`src/rtl/uart_cmd_rx.sv`:
```
// uart_cmd_rx
// Serial command front end. Receives 8N1 UART bytes on rx and assembles
// three-byte commands (header/opcode, operand A, operand B). Each finished
// command is held on cmd_opcode/cmd_a/cmd_b with a valid/ack handshake.
//
// Ports:
//   clock       system clock, rising edge
//   reset_n     synchronous active-low reset
//   ena         block enable; low holds receiver and assembler idle
//   rx          asynchronous serial input, idle high
//   cmd_ack     consumer accepts the current command
//   cmd_opcode  opcode of the latched command (header byte bits 2:0)
//   cmd_a       operand A of the latched command
//   cmd_b       operand B of the latched command
//   cmd_valid   latched command available
//   frame_err   one-cycle pulse: stop bit sampled low
//   hdr_err     one-cycle pulse: first byte of a command is not 0xA8..0xAF
//   overrun     one-cycle pulse: command completed while previous one unacked

module uart_cmd_rx #(
    parameter int CLKS_PER_BIT = 16
) (
    input  logic       clock,
    input  logic       reset_n,
    input  logic       ena,
    input  logic       rx,
    input  logic       cmd_ack,
    output logic [2:0] cmd_opcode,
    output logic [7:0] cmd_a,
    output logic [7:0] cmd_b,
    output logic       cmd_valid,
    output logic       frame_err,
    output logic       hdr_err,
    output logic       overrun
);

    localparam int CW = (CLKS_PER_BIT > 1) ? $clog2(CLKS_PER_BIT) : 1;
    localparam logic [CW-1:0] FULL_LAST = CW'(CLKS_PER_BIT - 1);
    localparam logic [CW-1:0] HALF_LAST = CW'(CLKS_PER_BIT / 2 - 1);

    typedef enum logic [1:0] {
        IDLE,
        START,
        DATA,
        STOP
    } rx_state_t;

    rx_state_t       state;
    logic            rx_meta;
    logic            rxs;
    logic [CW-1:0]   cnt;
    logic [2:0]      bit_idx;
    logic [7:0]      shreg;
    logic [1:0]      idx;
    logic [2:0]      pend_op;
    logic [7:0]      pend_a;

    // Two-flop synchronizer; runs even while disabled so rxs is settled
    // by the time ena rises.
    always_ff @(posedge clock) begin
        if (!reset_n) begin
            rx_meta <= 1'b1;
            rxs     <= 1'b1;
        end else begin
            rx_meta <= rx;
            rxs     <= rx_meta;
        end
    end

    // Receiver FSM, byte assembler and command handshake in one block so
    // the error pulses and the command load share the stop-sample edge.
    always_ff @(posedge clock) begin
        if (!reset_n) begin
            state      <= IDLE;
            cnt        <= '0;
            bit_idx    <= '0;
            shreg      <= '0;
            idx        <= '0;
            pend_op    <= '0;
            pend_a     <= '0;
            cmd_opcode <= '0;
            cmd_a      <= '0;
            cmd_b      <= '0;
            cmd_valid  <= 1'b0;
            frame_err  <= 1'b0;
            hdr_err    <= 1'b0;
            overrun    <= 1'b0;
        end else if (!ena) begin
            state     <= IDLE;
            cnt       <= '0;
            bit_idx   <= '0;
            idx       <= '0;
            cmd_valid <= 1'b0;
            frame_err <= 1'b0;
            hdr_err   <= 1'b0;
            overrun   <= 1'b0;
        end else begin
            frame_err <= 1'b0;
            hdr_err   <= 1'b0;
            overrun   <= 1'b0;

            // A plain ack drops valid; a load later in this block wins.
            if (cmd_valid && cmd_ack) begin
                cmd_valid <= 1'b0;
            end

            case (state)
                IDLE: begin
                    if (!rxs) begin
                        state <= START;
                        cnt   <= '0;
                    end
                end
                START: begin
                    if (cnt == HALF_LAST) begin
                        cnt <= '0;
                        if (rxs) begin
                            state <= IDLE;
                        end else begin
                            state   <= DATA;
                            bit_idx <= '0;
                        end
                    end else begin
                        cnt <= cnt + 1'b1;
                    end
                end
                DATA: begin
                    if (cnt == FULL_LAST) begin
                        cnt   <= '0;
                        shreg <= {rxs, shreg[7:1]};
                        if (bit_idx == 3'd7) begin
                            state <= STOP;
                        end else begin
                            bit_idx <= bit_idx + 1'b1;
                        end
                    end else begin
                        cnt <= cnt + 1'b1;
                    end
                end
                STOP: begin
                    if (cnt == FULL_LAST) begin
                        cnt   <= '0;
                        state <= IDLE;
                        if (!rxs) begin
                            frame_err <= 1'b1;
                            idx       <= '0;
                        end else begin
                            case (idx)
                                2'd0: begin
                                    if (shreg[7:3] == 5'b10101) begin
                                        pend_op <= shreg[2:0];
                                        idx     <= 2'd1;
                                    end else begin
                                        hdr_err <= 1'b1;
                                    end
                                end
                                2'd1: begin
                                    pend_a <= shreg;
                                    idx    <= 2'd2;
                                end
                                2'd2: begin
                                    idx <= 2'd0;
                                    if (!cmd_valid || cmd_ack) begin
                                        cmd_opcode <= pend_op;
                                        cmd_a      <= pend_a;
                                        cmd_b      <= shreg;
                                        cmd_valid  <= 1'b1;
                                    end else begin
                                        overrun <= 1'b1;
                                    end
                                end
                                default: begin
                                    idx <= 2'd0;
                                end
                            endcase
                        end
                    end else begin
                        cnt <= cnt + 1'b1;
                    end
                end
                default: begin
                    state <= IDLE;
                end
            endcase
        end
    end

endmodule
```
`config.mk`:
```
export PLATFORM = sky130hd
export DESIGN_NAME = uart_cmd_rx
export DESIGN_NICKNAME = d
export VERILOG_FILES = /design/src/rtl/uart_cmd_rx.sv
export SDC_FILE = /design/constraint.sdc
export NUM_CORES = 1
export LEC_CHECK = 0
export CAP_MARGIN = 40
export CORE_MARGIN = 2
export CORE_UTILIZATION = 49
export DETAILED_ROUTE_END_ITERATION = 10
export HOLD_SLACK_MARGIN = 0.03
export PLACE_DENSITY = 0.84
export SYNTH_ARGS = -nofsm -noshare
export SYNTH_HDL_FRONTEND = slang
export SYNTH_SLANG_ARGS = --single-unit
```
`constraint.sdc`:
```
create_clock -name clock -period 1.5 [get_ports clock]
set_input_delay 0.15 -clock clock [delete_from_list [all_inputs] [get_ports clock]]
set_output_delay 0.15 -clock clock [all_outputs]
set_load 0.05 [all_outputs]
```
==> results.rst <==
.. list-table::
   :header-rows: 1

   * - Metric
     - Value
   * - Number of antenna diodes
     - 0
   * - Leakage component of the power
     - roughly 0.0010 µW
   * - Iteration count of the initial detailed-routing pass
     - 4
   * - # hold bufs at CTS
     - 0
   * - Detailed placer's ending HPWL
     - between 2 and 3 mm
   * - Area after DPL
     - ~2600 µm²
   * - Ys async rst share
     - 0
   * - Max Clock Skew
     - 0.00982 ns
   * - Final Hold Violating Endpoints
     - 0
   * - Gate Count Post-Synth
     - between 200 and 250
   * - Flop-to-flop setup slack
     - -0.11 ns
   * - Startpoint of the worst hold path
     - rx
   * - Max Buffers Root-to-Sink
     - 2
   * - Final standard cell utilization of the core
     - 0.644
   * - Maximum capacitance violations
     - 0
   * - Crit path arrival time
     - roughly 1.9 ns
   * - Number of synthesized flops with an enable pin
     - 0
   * - DRC violations left
     - 0
   * - Remaining antenna violation count
     - 0
   * - Required time worst endpoint
     - ~1.8 ns
   * - Post-synthesis area per instance
     - around 9.3 µm²
   * - Synthesized net count
     - between 200 and 250
   * - H-Tree Level Count
     - 2
   * - Global routing usage summed across all routing layers
     - 0.185
   * - Die ar.
     - about 5000 µm²
   * - Clock transition at the registers of the reported paths
     - about 0.1 ns
   * - Category of the most critical setup path
     - register to register
   * - Crit Path Max Fanout
     - 4
   * - Later-pin clock latency in the skew report
     - roughly 0.32 ns
   * - Capture point of the worst reg-to-reg path
     - idx[0]
   * - Slew at the pin closest to its max-slew limit
     - between 0.3 and 0.4 ns
   * - Shortest clock period the worst path allows after layout
     - around 1.6 ns
   * - Total number of nets in the final design
     - roughly 290
   * - Sinks on Clock Net
     - 55
   * - Worst Reg2Reg Path Length in Cells
     - 4
   * - Area growth, synth to finish
     - 27.0%
   * - Final cell count without fillers
     - 330
   * - Final number of max-transition violations
     - 0
   * - Inserted Clock Buffers
     - 5
   * - Endpoint class of the critical path
     - register
   * - Final setup violation count
     - 4
   * - Vias in the first global route
     - about 1600
   * - Worst slew margin relative to its limit
     - 0.743
   * - Worst min-delay path class
     - primary input to register
   * - Combined area of all synthesized cells
     - 2210 µm²
   * - Result of the run
     - finished, violations left
   * - VDD IR-drop max
     - approximately 0.0005 V
   * - Die outline height
     - between 70 and 80 µm
   * - Total of buffers placed on input and output ports
     - 27
   * - Fin worst setup slack
     - -0.114 ns
   * - Library cell used as clock root buffer
     - sky130_fd_sc_hd__clkbuf_8
   * - Average detailed-routed wire length per instance
     - 14.1 µm
   * - Routability congestion estimate
     - slightly below 0.9
   * - Worst hold endpoint
     - rx_meta
   * - Portion of the post-synthesis area used by sequential elements
     - 0.499
   * - Cell Pwr Density
     - ~850 nW/µm²
   * - Unrepaired setup endpoints after global routing
     - true
   * - Pin count of the biggest net entering global routing
     - between 40 and 50
   * - Kind of start point of the critical path
     - register
   * - Primary flip-flop cell chosen by synthesis mapping
     - sky130_fd_sc_hd__dfxtp_1
   * - Core area
     - 4350 µm²
   * - Total global routing overflow
     - 0
   * - Initial Utilization
     - 0.507
   * - Synth unique cells
     - 39
   * - Post-Place Cells
     - 318
   * - Via density per instance
     - roughly 5.5
   * - Achievable frequency
     - about 620 MHz
   * - Share of final-layout standard cells stronger than drive strength 1
     - 0.252
   * - Boundary Pins
     - 28
   * - Die boundary width
     - a little over 70 µm
   * - Initial detailed-routing violation count
     - roughly 170
   * - Min-Delay Path Depth
     - 2
   * - First-pass GRT wire length
     - about 7.5 mm
   * - Clock tree from TritonCTS
     - done
   * - Antenna violations before repair
     - 0
   * - Violations in the final reports
     - negative setup slack
   * - Register bit total from synthesis
     - between 50 and 60
   * - Yosys warns
     - 0
   * - Final non-filler cell area
     - 2800 µm²
   * - Detailed Route WL
     - 4.67 mm
   * - Via Count
     - between 1500 and 2000
   * - R2r startpoint
     - shreg[5]
   * - Core Rows
     - 24
   * - Post-route clock period utilization
     - 1.08
[report_power, final]
group	leakage, µW	total (µW)	switching [µW]	internal (µW)
Clock	0.0000461	839	501	338
Combinational	0.000535	68.6	37.8	30.9
Sequential	0.000445	1460	2.22	1460
Total	0.00103	2370	541	1830
[placed cells by master, fill, tap and decap left out, drive strengths merged, types with 2 or more instances in the layout]
| master | n |
|---|---|
| nand3 | 22 |
| nor2b | 9 |
| a31oi | 3 |
| nand4 | 4 |
| or3 | 4 |
| and3 | 2 |
| inv | 3 |
| a21oi | 6 |
| nand2 | 33 |
| mux2i | 22 |
| clkbuf | 7 |
| nor2 | 8 |
| o21ai | 23 |
| nor3 | 5 |
| ha | 3 |
| dfxtp | 55 |
| nand2b | 5 |
| clkdlybuf4s50 | 4 |
| buf | 44 |
[cell usage after synthesis, drive strengths merged (5+ instances only)]
master | instances | area (µm²)
nor2 | 8 | 30.0
nor2b | 9 | 56.3
dfxtp | 55 | 1100
clkbuf | 7 | 26.3
nand2 | 33 | 126
buf | 11 | 70.1
mux2i | 22 | 220
nor3 | 5 | 41.3
nand3 | 22 | 110
a21oi | 6 | 30.0
nand2b | 5 | 31.3
o21ai | 23 | 115
[per-layer routing]
layer  vias up  track usage  share of wire
met5         -            0              0
met4         0       0.0776          0.018
met3         6       0.0413          0.041
met2        49        0.287           0.49
met1       846        0.250           0.45
li1        903            -              -
[sequential cells by signal (all words and copies together) (netlist names), named ones only]
name and cells:
frame_err 1, rxs 1, pend_op 3, cmd_opcode 3
state 1, shreg 8, pend_a 8, cmd_valid 1
bit_idx 3, hdr_err 1, cmd_a 8, cmd_b 8
cnt 4, overrun 1, rx_meta 1, idx 2
[repair_timing]
action,4_1_cts,5_1_grt
buffers inserted,1,1
pin swaps,2,2
cloned,0,2
gates resized for setup,5,9
endpoints found under the setup margin,12,12
[kinds of logic after synthesis]
group / after synthesis / share of synthesized area
flops: 55 / 0.499
compound gates: 37 / 0.0929
simple gates: 100 / 0.241
mux: 22 / 0.0997
buf+inv: 20 / 0.0470
fa+ha+maj: 3 / 0.0170
xor+xnor: 1 / 0.00397
[worst max-delay path, stage by stage, from the launching register on]
cell and delay (ns):
sky130_fd_sc_hd__dfxtp_2 0.40, sky130_fd_sc_hd__nor4bb_1 0.41, sky130_fd_sc_hd__nand2_1 0.19, sky130_fd_sc_hd__or4_4 0.44
sky130_fd_sc_hd__a21oi_2 0.12
[stage by stage]
step	power [µW]	setup WS [ns]	hold slack, ns	TNS [ns]
finish	2370	-0.114	0.395	-0.393
global route	2460	-0.235	0.426	-0.946
CTS	2390	-0.0128	0.391	-0.0128
detailed placement	1570	-0.0749	0.396	-1.46
global placement	1570	-0.0270	0.389	-0.506
floorplan	1540	0.00426	0.251	0
[how the worst max path moves through the flow]
stage / startpoint / endpoint / slack, ns / depth (start not counted)
CTS: cnt[0] / shreg[4] / -0.01 / 6
finish: shreg[5] / idx[0] / -0.11 / 4
global route: shreg[5] / pend_op[1] / -0.24 / 5
floorplan: cnt[1] / idx[0] / 0.004 / 6
global placement: ena / cmd_opcode[0] / -0.03 / 6
detailed placement: ena / cmd_a[4] / -0.07 / 6
[cell type report]
type                            count  area [µm²]
Fill cell                         335        1550
Inverter                            2        7.51
Sequential cell                    55        1100
Tap cell                           52        65.1
Clock buffer                        5        68.8
Multi-Input combinational cell    163        1060
Clock inverter                      3        23.8
Timing Repair Buffer               50         474
Note: power is estimated with default switching activity, not from simulation.
